**src/rtl/oven_cook_ctrl.sv**
```systemverilog
// oven_cook_ctrl: cooking-cycle controller for the oven.
// Takes the 1-cycle short/long press pulses from the button conditioners.
// Sets the cooking time and counts it down once per second.
// Drives the heater while cooking, and gives a timed beep when the cycle completes.
//
// Optional feature macro: OVEN_DOOR_INTERLOCK_EN (door interlock).
// When it is undefined, door_open is ignored.
//
// Ports:
//   clk, rst     clock, synchronous active-high reset
//   start_short  start/pause/acknowledge pulse
//   cancel_long  cancel pulse (highest priority)
//   add_short    +ADD_STEP seconds pulse
//   door_open    synchronised door level (used only with the interlock)
//   heater       1 while cooking
//   beep         completion tone enable
//   done         1 while in DONE
//   remaining    seconds left
//   state_o      IDLE=0 READY=1 COOK=2 PAUSE=3 DONE=4
module oven_cook_ctrl #(
    parameter int unsigned SECONDS   = 50_000_000,
    parameter int unsigned ADD_STEP  = 30,
    parameter int unsigned MAX_SECS  = 255,
    parameter int unsigned DONE_SECS = 3,
    parameter int unsigned TIME_W    = 8
) (
    input  logic              clk,
    input  logic              rst,
    input  logic              start_short,
    input  logic              cancel_long,
    input  logic              add_short,
    input  logic              door_open,
    output logic              heater,
    output logic              beep,
    output logic              done,
    output logic [TIME_W-1:0] remaining,
    output logic [2:0]        state_o
);

    localparam int unsigned PRE_W    = (SECONDS > 1) ? $clog2(SECONDS) : 1;
    localparam int unsigned BEEP_CYC = DONE_SECS * SECONDS;
    localparam int unsigned BEEP_W   = (BEEP_CYC > 1) ? $clog2(BEEP_CYC) : 1;

    typedef enum logic [2:0] {
        IDLE  = 3'd0,
        READY = 3'd1,
        COOK  = 3'd2,
        PAUSE = 3'd3,
        DONE  = 3'd4
    } state_t;

    state_t              state, state_n;
    logic [PRE_W-1:0]    presc, presc_n;
    logic [TIME_W-1:0]   rem_n, rem_dec;
    logic [BEEP_W-1:0]   bcnt, bcnt_n;
    logic                beep_n;
    logic                door;
    logic                tick;

`ifdef OVEN_DOOR_INTERLOCK_EN
    assign door = door_open;
`else
    logic door_unused;
    assign door        = 1'b0;
    assign door_unused = door_open;
`endif

    // Saturating add of one ADD_STEP; the extra bit catches overflow before clamping.
    function automatic logic [TIME_W-1:0] sat_add(input logic [TIME_W-1:0] v);
        logic [TIME_W:0] sum;
        sum = {1'b0, v} + (TIME_W+1)'(ADD_STEP);
        if (sum > (TIME_W+1)'(MAX_SECS)) return TIME_W'(MAX_SECS);
        return sum[TIME_W-1:0];
    endfunction

    // One-second tick, and the remaining time after that tick (floored at 0).
    assign tick    = (state == COOK) && (presc == PRE_W'(SECONDS - 1));
    assign rem_dec = (tick && remaining != '0) ? remaining - TIME_W'(1) : remaining;

    // Next state and datapath.
    always_comb begin
        state_n = state;
        presc_n = presc;
        rem_n   = remaining;
        bcnt_n  = bcnt;
        beep_n  = beep;
        if (cancel_long) begin
            state_n = IDLE;
            presc_n = '0;
            rem_n   = '0;
            bcnt_n  = '0;
            beep_n  = 1'b0;
        end else begin
            case (state)
                IDLE: begin
                    if (start_short) begin
                        rem_n   = TIME_W'(ADD_STEP);
                        presc_n = '0;
                        state_n = door ? READY : COOK;
                    end else if (add_short) begin
                        rem_n   = sat_add(remaining);
                        state_n = READY;
                    end
                end
                READY, PAUSE: begin
                    if (start_short) begin
                        if (!door) state_n = COOK;
                    end else if (add_short) begin
                        rem_n = sat_add(remaining);
                    end
                end
                COOK: begin
                    presc_n = tick ? '0 : presc + PRE_W'(1);
                    rem_n   = rem_dec;
                    // An add that lands on the final tick keeps us cooking.
                    if (!door && !start_short && add_short) begin
                        rem_n = sat_add(rem_dec);
                    end else if (tick && remaining == TIME_W'(1)) begin
                        state_n = DONE;
                        rem_n   = '0;
                        presc_n = '0;
                        bcnt_n  = BEEP_W'(BEEP_CYC - 1);
                        beep_n  = 1'b1;
                    end else if (door || start_short) begin
                        state_n = PAUSE;
                    end
                end
                DONE: begin
                    if (door || start_short) begin
                        state_n = IDLE;
                        bcnt_n  = '0;
                        beep_n  = 1'b0;
                    end else if (bcnt != '0) begin
                        bcnt_n = bcnt - BEEP_W'(1);
                    end else begin
                        beep_n = 1'b0;
                    end
                end
                default: state_n = IDLE;
            endcase
        end
    end

    // State and output registers.
    always_ff @(posedge clk) begin
        if (rst) begin
            state     <= IDLE;
            presc     <= '0;
            remaining <= '0;
            bcnt      <= '0;
            beep      <= 1'b0;
            heater    <= 1'b0;
            done      <= 1'b0;
        end else begin
            state     <= state_n;
            presc     <= presc_n;
            remaining <= rem_n;
            bcnt      <= bcnt_n;
            beep      <= beep_n;
            heater    <= (state_n == COOK);
            done      <= (state_n == DONE);
        end
    end

    assign state_o = state;

endmodule

```
**config.mk**
```make
export PLATFORM = sky130hd
export DESIGN_NAME = oven_cook_ctrl
export DESIGN_NICKNAME = d
export VERILOG_FILES = /design/src/rtl/oven_cook_ctrl.sv
export SDC_FILE = /design/constraint.sdc
export NUM_CORES = 1
export LEC_CHECK = 0
export CAP_MARGIN = 15
export CELL_PAD_IN_SITES_DETAIL_PLACEMENT = 0
export CELL_PAD_IN_SITES_GLOBAL_PLACEMENT = 2
export CORE_UTILIZATION = 36
export CTS_CLUSTER_DIAMETER = 200
export DETAILED_ROUTE_END_ITERATION = 6
export PLACE_DENSITY_LB_ADDON = 0.1
export SYNTH_ARGS = -nofsm -noshare
export SYNTH_HDL_FRONTEND = slang
export SYNTH_SLANG_ARGS = --single-unit
```
**constraint.sdc**
```tcl
create_clock -name clk -period 3.2 [get_ports clk]
set_input_delay 0.64 -clock clk [delete_from_list [all_inputs] [get_ports clk]]
set_output_delay 0.64 -clock clk [all_outputs]
set_load 0.05 [all_outputs]
```
After elaboration in Yosys (flattened, before gate mapping)
Index checks and enable logic that the tools add are counted.

word-level totals
  register bits = 68
  input port bits = 6
  output and inout port bits = 14
  logic and storage cells = 95

cells by class
  add/subtract/negate cells = 5
  $lt $le $gt $ge = 2
  equality and inequality tests = 16
  muxes and demuxes = 48
  reductions and logical operators = 17

operators with widths
  cell                     count
  $mux W28                 4
  $mux W26                 4
  $mux W8                  12
  $pmux W28 S2             1
  $pmux W26 S2             1
  $reduce_bool A28 Y1      1
  $sub A28 B1 Y28 const B  1
  $add A26 B1 Y26 const B  1
  $eq A26 B26 Y1 const B   1
  $mux W3                  8
  $pmux W8 S3              1
  $add A8 B5 Y9 const B    2
  $gt A9 B8 Y1 const B     2
  $mux W1                  15
  $pmux W3 S4              1
  $reduce_and A4 Y1        3
  $eq A3 B2 Y1 const B     3
  $ne A3 B3 Y1 const B     3
  $eq A8 B1 Y1 const B     1
  $ne A2 B2 Y1 const B     4
  $reduce_bool A8 Y1       1
  $sub A8 B1 Y8 const B    1
  $eq A3 B3 Y1 const B     2
  $logic_and A1 B1 Y1      4
  9 further kinds          11

Logic depth before layout (Yosys ltp)
Gate-level depths: netlist of the first run.

  depth in word-level cells = 13
  depth in mapped cells = 14
  gate-level depth less buffers = 13

Worst setup path before layout of the first run
Ideal clock, no wire load.

  path type = flip-flop to flip-flop
  start = register state[1], in the netlist state_o[1]
  end = register remaining[2]
  data arrival time = 3.165 ns
  required time = 3.113 ns
  setup slack = -0.052 ns
  stages on the path, launching flop included = 13
  buffers on the path = 0
  clock period less this slack = 3.252 ns
  cells stage by stage = dfxtp_1 -> nor3b_4 -> nand4_1 -> nor4_1 -> nand3_1 -> xnor2_1 -> ha_1 -> nor2b_1 -> nor3_1 -> o221ai_1 -> a211oi_2 -> nor3_1 -> o31ai_1

on the way
  longest elaborated chain between the ends = 13
  elaborated cells between the ends (all ways) = 24
  those cells by class = add/sub (1); order compare (1); eq/ne (6); mux (9); reduce/logical (7)

RTL lines
  item                      line    text
  start: declaration        52      state_t state, state_n;
  start signal: assignment  155     state <= state_n;
  $eq A3 B2 Y1              77, 94
  $logic_and A1 B1 Y1       77      assign tick = (state == COOK) && (presc == PRE_W'(SECONDS - 1));
  $logic_and A1 B1 Y1       78      assign rem_dec = (tick && remaining != '0) ? remaining - TIME_W'(1) : remaining;
  $mux W8                   78
  $add A8 B5 Y9             71      sum = {1'b0, v} + (TIME_W+1)'(ADD_STEP);
  $gt A9 B8 Y1              72      if (sum > (TIME_W+1)'(MAX_SECS)) return TIME_W'(MAX_SECS);
  $mux W1                   72
  $mux W1                   116     if (!door && !start_short && add_short) begin
  $mux W1                   94      case (state)
  $mux W1                   87      if (cancel_long) begin
  $mux W8                   73      return sum[TIME_W-1:0];
  $mux W8                   116
  $pmux W8 S3               94
  end signal: assignment    157     remaining <= rem_n;
  end: declaration          36      output logic [TIME_W-1:0] remaining,

Parallel ways exist; a longest one is shown, timed or not. The select of a mux whose other input is x is not followed.
A chain may end at the register's enable or synchronous reset.

Worst setup path in the final report of the first run
  start = register presc[0]
  end = register remaining[2]

on the way
  longest elaborated chain between the ends = 13
  elaborated cells between the ends (all ways) = 15
  those cells by class = add/sub (1); order compare (1); eq/ne (1); mux (9); reduce/logical (3)

RTL lines
  item                      line  text
  start: declaration        53    logic [PRE_W-1:0] presc, presc_n;
  start signal: assignment  156   presc <= presc_n;
  $eq A26 B26 Y1 *          77
  $logic_and A1 B1 Y1 *     77
  $logic_and A1 B1 Y1       78
  $mux W8                   78
  $add A8 B5 Y9             71
  $gt A9 B8 Y1              72
  $mux W1                   72
  $mux W1                   116
  $mux W1                   94
  $mux W1                   87
  $mux W8                   73
  $mux W8 *                 116
  $pmux W8 S3 *             94

Every way passes the cells marked *; elsewhere a longest branch is shown, timed or not. The select of a mux whose other input is x is not followed.

==> results_dict.tcl, run 1 <==
set metrics [dict create \
    status "finished clean" \
    syn_area_sq_mm 0.004462 \
    diodes 0 \
    fin_skew_ns 0.005771 \
    wl_per_cell_um 16.92 \
    grt_pass1_vias 4315 \
    drc 0 \
    clk_latency_ns 0.34 \
    worstPathRequired_ns 3.42 \
    drive_above_1_share_pct 15.14 \
    finalInstanceArea_sq_mm 0.005378 \
    leakage_uw 0.001930 \
    dpl_cell_area_sq_mm 0.005029 \
    timing.fmax_ghz 0.3380 \
    portBuffers 18 \
    finalSetupViolations 0 \
    via_count 4619 \
    drt_first_iter_violations 333 \
    synth.top_cell.area_share_pct 30.51 \
    worst_hold_path_type "flip-flop to flip-flop" \
    finalHoldWorstSlack_ns 0.4670 \
    grt_usage_pct 22.40 \
    cts_tree "done" \
    cap_viol_max_count 0 \
    peakVddDrop_v 0.0002860 \
    viasPerCell 5.759 \
    place_congestion 0.8422 \
    synth_cells 589 \
    wirelength_mm 13.57 \
    tightest_slew_ns 0.5799 \
    fillCellCount 1237 \
    dr.pass1.iters 6 \
    io_pins 20 \
    synth_edf_count 0 \
    cts.sinks 68 \
    coreArea_sq_mm 0.01206 \
    async_reset_ff_share_pct 0 \
    cts_buffers 9 \
    fin_crit_ns 2.958 \
    fin_crit_sh_pct 92.44 \
    hpwlAfterDp_mm 9.836 \
    synth_flop_cell "dfxtp_1" \
    syn_to_final_growth_pct 20.53 \
    clock_path_buffers 2 \
    crit_type "flip-flop to flip-flop" \
    end_kind "flip-flop" \
    post-route-util_pct 44.59 \
    synthTopCellsByArea "dfxtp_1 31%, nor2_1 6.1%, a21oi_1 5.5%" \
    antenna_found_initial 0 \
    yosys_warnings 0 \
    syn_nets 603 \
    grt_pass1_wl_mm 22.40 \
    ys_ff_latch 68 \
    maxSlewViolCount 0 \
    die_w_um 113.3 \
    nNetsFinal 643 \
    synth.distinct_cells 77 \
    grt_overflow 0 \
    htree_levels 3 \
    yosysTopAreaCell "dfxtp_1" \
    initial_core_util_pct 36.99 \
    power_density_mw_per_mm2 399.9 \
    dieArea_sq_mm 0.01284 \
    root_buffer "clkbuf_16" \
    arrival_ns 3.18 \
    critPathLaunchType "flip-flop" \
    clk_pin_slew_worst_paths_ns 0.06 \
    hold_viol 0 \
    grt_max_degree 35 \
    ys_seq_area_share_pct 30.51 \
    ant_nets 0 \
    cp_max_fo 5 \
    die_h_um 113.3 \
    num_rows 40 \
    slew_headroom_pct 61.16 \
    syn_avg_cell_area_sq_um 7.575 \
]
## area by class of cell
type / count / area (sq um) / share of cell area, %
Multi-Input combinational cell: 477 / 2952 / 54.89
Sequential cell: 68 / 1365 / 25.38
Timing Repair Buffer: 63 / 518.0 / 9.632
Clock buffer: 12 / 246.5 / 4.584
Tap cell: 168 / 210.2 / 3.909
Clock inverter: 4 / 48.80 / 0.9074
Inverter: 10 / 37.54 / 0.6980
## cell usage in the layout (no fill, tap or decap), types with 14 or more instances in the layout
master and count:
nor3_1 15, a21oi_1 49, dfxtp_1 65, nand3_1 23
o21ai_0 44, nand2_1 57, a311oi_1 14, nor2_1 72
clkdlybuf4s50_1 18, buf_4 45
## sequential cells by signal (all words and copies together), names as in the netlist
signal	count
beep	1
bcnt	28
remaining	8
state_o	3
done	1
heater	1
presc	26
## through the flow
step | setup TNS (ns) | power [uW] | std cells | setup slack, ns
CTS | 0 | 2175 | 801 | 0.02635
finish | 0 | 2150 | 802 | 0.2418
detailed placement | -0.1621 | 1151 | 785 | -0.08460
global route | -0.05100 | 2230 | 802 | -0.04121
floorplan | 0 | 1059 | 589 | 0.03494
global placement | 0 | 1150 | 785 | 0.008628
## per-layer routing
metal	routed length [um]	track usage (%)	part of all wire (%)	up-vias
met1	6316	28.86	47	2203
li1	-	-	-	2271
met5	0	0	0	-
met4	276	7.807	2.0	0
met3	742	5.731	5.5	22
met2	6234	36.24	46	123
## critical path: stages, from the launching register on
cell and delay [ns]:
dfxtp_2 0.35, ha_2 0.20, and3_1 0.18, nand3_1 0.10, nor4_2 0.30, buf_4 0.16
nand3_1 0.08, xnor2_1 0.22, ha_1 0.30, o211a_1 0.24, o221ai_1 0.24, a211oi_2 0.13
nor3_1 0.24, o31ai_1 0.09
## timing repair
action | CTS | global route
gates resized for setup | 1 | 8
setup endpoints to repair | 3 | 3
buffers inserted | 0 | 1
hold buffers | 0 | 0
pin swaps | 0 | 7
## power by group
group          internal (uW)  switching (uW)  leakage, uW
logic                   98.6             179      0.00123
clock network            624             390     0.000147
registers                854            5.96     0.000550
total                   1580             574      0.00193
## kinds of logic after synthesis
logic type	Yosys count	synth area share [%]
AND/OR/NAND/NOR	277	33.76
AO/OA/AOI/OAI	169	24.45
flip-flops	68	30.51
buffers and inverters	44	4.319
XOR/XNOR	17	3.337
adder cells (fa/ha/maj)	8	2.243
multiplexers	6	1.374
## cells in the mapped netlist (4+ instances only)
cell       n
buf_2      8
a31oi_1   11
mux2i_1    5
nor3b_1    4
or2_2      7
o21a_1     6
or3_1     13
xor2_1     5
xnor2_1   12
clkbuf_1  20
nand4_1   10
o31ai_1    5
nor2_1    72
nor4_1    14
dfxtp_1   68
and2_1     7
a21oi_1   49
ha_1       8
nor2b_1    6
nor3_1    16
o21ai_0   44
or4_1      4
a311oi_1  14
nand2_1   57
nor4b_1    5
inv_1     10
and3_1     8
o31a_1     4
nand2b_1   6
nand3_1   23
## final timing paths
check,from,end,slack (ns),depth (start not counted)
max,presc[0]$_SDFFE_PP0P_,remaining[2]$_SDFFE_PP0P_,0.24,13
min reg2reg,bcnt[27]$_SDFFE_PP0P_,bcnt[27]$_SDFFE_PP0P_,0.47,1
min,bcnt[27]$_SDFFE_PP0P_,bcnt[27]$_SDFFE_PP0P_,0.47,1
max reg2reg,presc[0]$_SDFFE_PP0P_,remaining[2]$_SDFFE_PP0P_,0.24,13
Note: power is estimated with default switching activity, not from simulation.
==> inputs of run 2 (changes only) <==
CORE_UTILIZATION = 37   (was 36)
CTS_BUF_LIST = sky130_fd_sc_hd__clkbuf_4 sky130_fd_sc_hd__clkbuf_8   (was default)
==> run 2 against run 1 <==
  * Design area is 2.7% lower
  * Critical path type unchanged
  * Critical endpoint unchanged
  * Via count shrank 2.7%
  * Sequential power barely moved
  * Global-route usage rose by 0.20 points
  * The flow now finishes with violations (DRC)
  * Sequential share of layout area increased by 0.69 points
==> results_dict.tcl, run 2 (same netlist as run 1, synthesis figures left out) <==
set metrics [dict create \
    clk_latency_ns 0.34 \
    hold_viol 0 \
    rr_startpoint "presc[0]$_SDFFE_PP0P_" \
    via_count 4496 \
    die_h_um 111.8 \
    grt_max_degree 26 \
    grt-busiest-layer "met2" \
    hpwlAfterDp_mm 9.676 \
    violations "DRC" \
    clock_path_buffers 2 \
    drt_first_iter_violations 333 \
    place_ws_ns 0.07125 \
    portBuffers 18 \
    end_kind "flip-flop" \
    htree_levels 3 \
    top_register "bcnt" \
    drc 1 \
    fin_crit_sh_pct 92.30 \
    dr.pass1.iters 7 \
    final_cell_mix "72 x nor2_1, 65 x dfxtp_1, 57 x nand2_1, 49 x a21oi_1, 44 x o21ai_0" \
    crit_type "flip-flop to flip-flop" \
    met2_usage_pct 35.73 \
    coreArea_sq_mm 0.01156 \
    leakage_uw 0.001864 \
    dieArea_sq_mm 0.01250 \
    cp_max_fo 5 \
    fin_skew_ns 0.009854 \
    p_total_uw 1870 \
    finalWorstSetupSlack_ns 0.2464 \
    wirelength_mm 13.47 \
    crit_chain "ha_2, and3_1, nand3_1, nor4_1, buf_4, nand3_1, xnor2_2, ha_1, nor2b_1, nor3_2, o221ai_1, a211oi_2, nor3_2, o31ai_1" \
    largestRegisters "bcnt x28, presc x26, remaining x8" \
    io_pins 20 \
    fin_crit_ns 2.954 \
    antenna_found_initial 0 \
    post-route-util_pct 45.27 \
    peakVddDrop_v 0.0002622 \
    cap_viol_max_count 0 \
    viasPerCell 5.824 \
    diodes 0 \
    grt_pass1_vias 4183 \
    slew_headroom_pct 51.07 \
    place_congestion 0.9267 \
    maxSlewViolCount 0 \
    cts_buffers 9 \
    cts.sinks 68 \
    tightest_slew_ns 0.7339 \
    initial_core_util_pct 38.58 \
    status "complete, but fails checks" \
    power_density_mw_per_mm2 357.3 \
    worst_hold_path_type "flip-flop to flip-flop" \
    crit_slowest_cell "dfxtp_2" \
    worstPathRequired_ns 3.46 \
    finalSetupViolations 0 \
    grt_overflow 0 \
    largest_register_ffs 28 \
    grt_setup_unrepaired "no" \
    cts_setup_buffers 0 \
    placed_cells 758 \
    tns_ns 0 \
    drive_above_1_share_pct 15.10 \
    cpPeakStageDelay_ns 0.36 \
    die_w_um 111.8 \
    timing.fmax_ghz 0.3386 \
    layout_commonest_cell "nor2_1" \
    arrival_ns 3.21 \
    syn_to_final_growth_pct 17.33 \
    clk_pin_slew_worst_paths_ns 0.08 \
    grt_pass1_wl_mm 22.40 \
    min_from "bcnt[27]$_SDFFE_PP0P_" \
    reg2reg_slack_ns 0.25 \
    grt_util_met1_pct 31.82 \
    grt_usage_pct 22.60 \
    wl_per_cell_um 17.44 \
    critPathLaunchType "flip-flop" \
    met3_usage_pct 4.518 \
    root_buffer "clkbuf_8" \
    nNetsFinal 640 \
    num_rows 39 \
    ant_nets 0 \
    cts_tree "done" \
    startpoint "presc[0]$_SDFFE_PP0P_" \
    fin_cells 772 \
]
==> run 2: changes by cell type in the layout (fill, tap and decap cells not counted), sizes merged <==
cell,change
buf,-3
clkinv,-2
==> run 2: through the flow <==
step / hold WS [ns] / cell area [sq um]
CTS: 0.4682 / 5176
detailed placement: 0.4585 / 4982
finish: 0.4640 / 5235
floorplan: 0.4295 / 4463
global placement: 0.4500 / 4982
global route: 0.4986 / 5235
==> run 2: cell type report <==
type	instances	area [sq um]
repair buffers	60	495.5
flip-flops and latches	68	1365
well taps	143	178.9
clock buffers	12	158.9
multi-input cells	477	2964
fillers	1190	6330
clock inverters	2	35.03
inverters	10	37.54
==> run 2: path summary, 6_finish.rpt <==
| check | endpoint | cells after the start |
|---|---|---|
| max | remaining[2]$_SDFFE_PP0P_ | 14 |
| min | bcnt[27]$_SDFFE_PP0P_ | 1 |
| max reg2reg | remaining[2]$_SDFFE_PP0P_ | 14 |
| min reg2reg | bcnt[27]$_SDFFE_PP0P_ | 1 |
==> run 2: worst max-delay path: cells and delay by family, from the launching register on <==
| family | cells | cell delay, ns |
|---|---|---|
| flip-flops | 1 | 0.36 |
| adder cells (fa/ha/maj) | 2 | 0.53 |
| XOR/XNOR | 1 | 0.17 |
| buffers and inverters | 1 | 0.17 |
| AO/OA/AOI/OAI | 3 | 0.69 |
| AND/OR/NAND/NOR | 7 | 0.95 |
==> run 2: power breakdown <==
part	switching, uW	internal, uW	total [uW]	leakage [uW]
clock	337	402	740	0.000102
combinational	176	96.5	273	0.00121
sequential	5.84	852	858	0.000550
total	519	1350	1870	0.00186
==> run 2: timing repair <==
item | in CTS | in global routing
hold buffers | 0 | 0
endpoints found under the setup margin | 0 | 3
gates resized for setup | 0 | 11
==> run 2: routing by layer <==
| layer | vias to the layer above | share of wire, % |
|---|---|---|
| met1 | 2148 | 50 |
| met2 | 91 | 46 |
| met5 | - | 0 |
| li1 | 2248 | - |
| met3 | 9 | 2.9 |
| met4 | 0 | 0.88 |
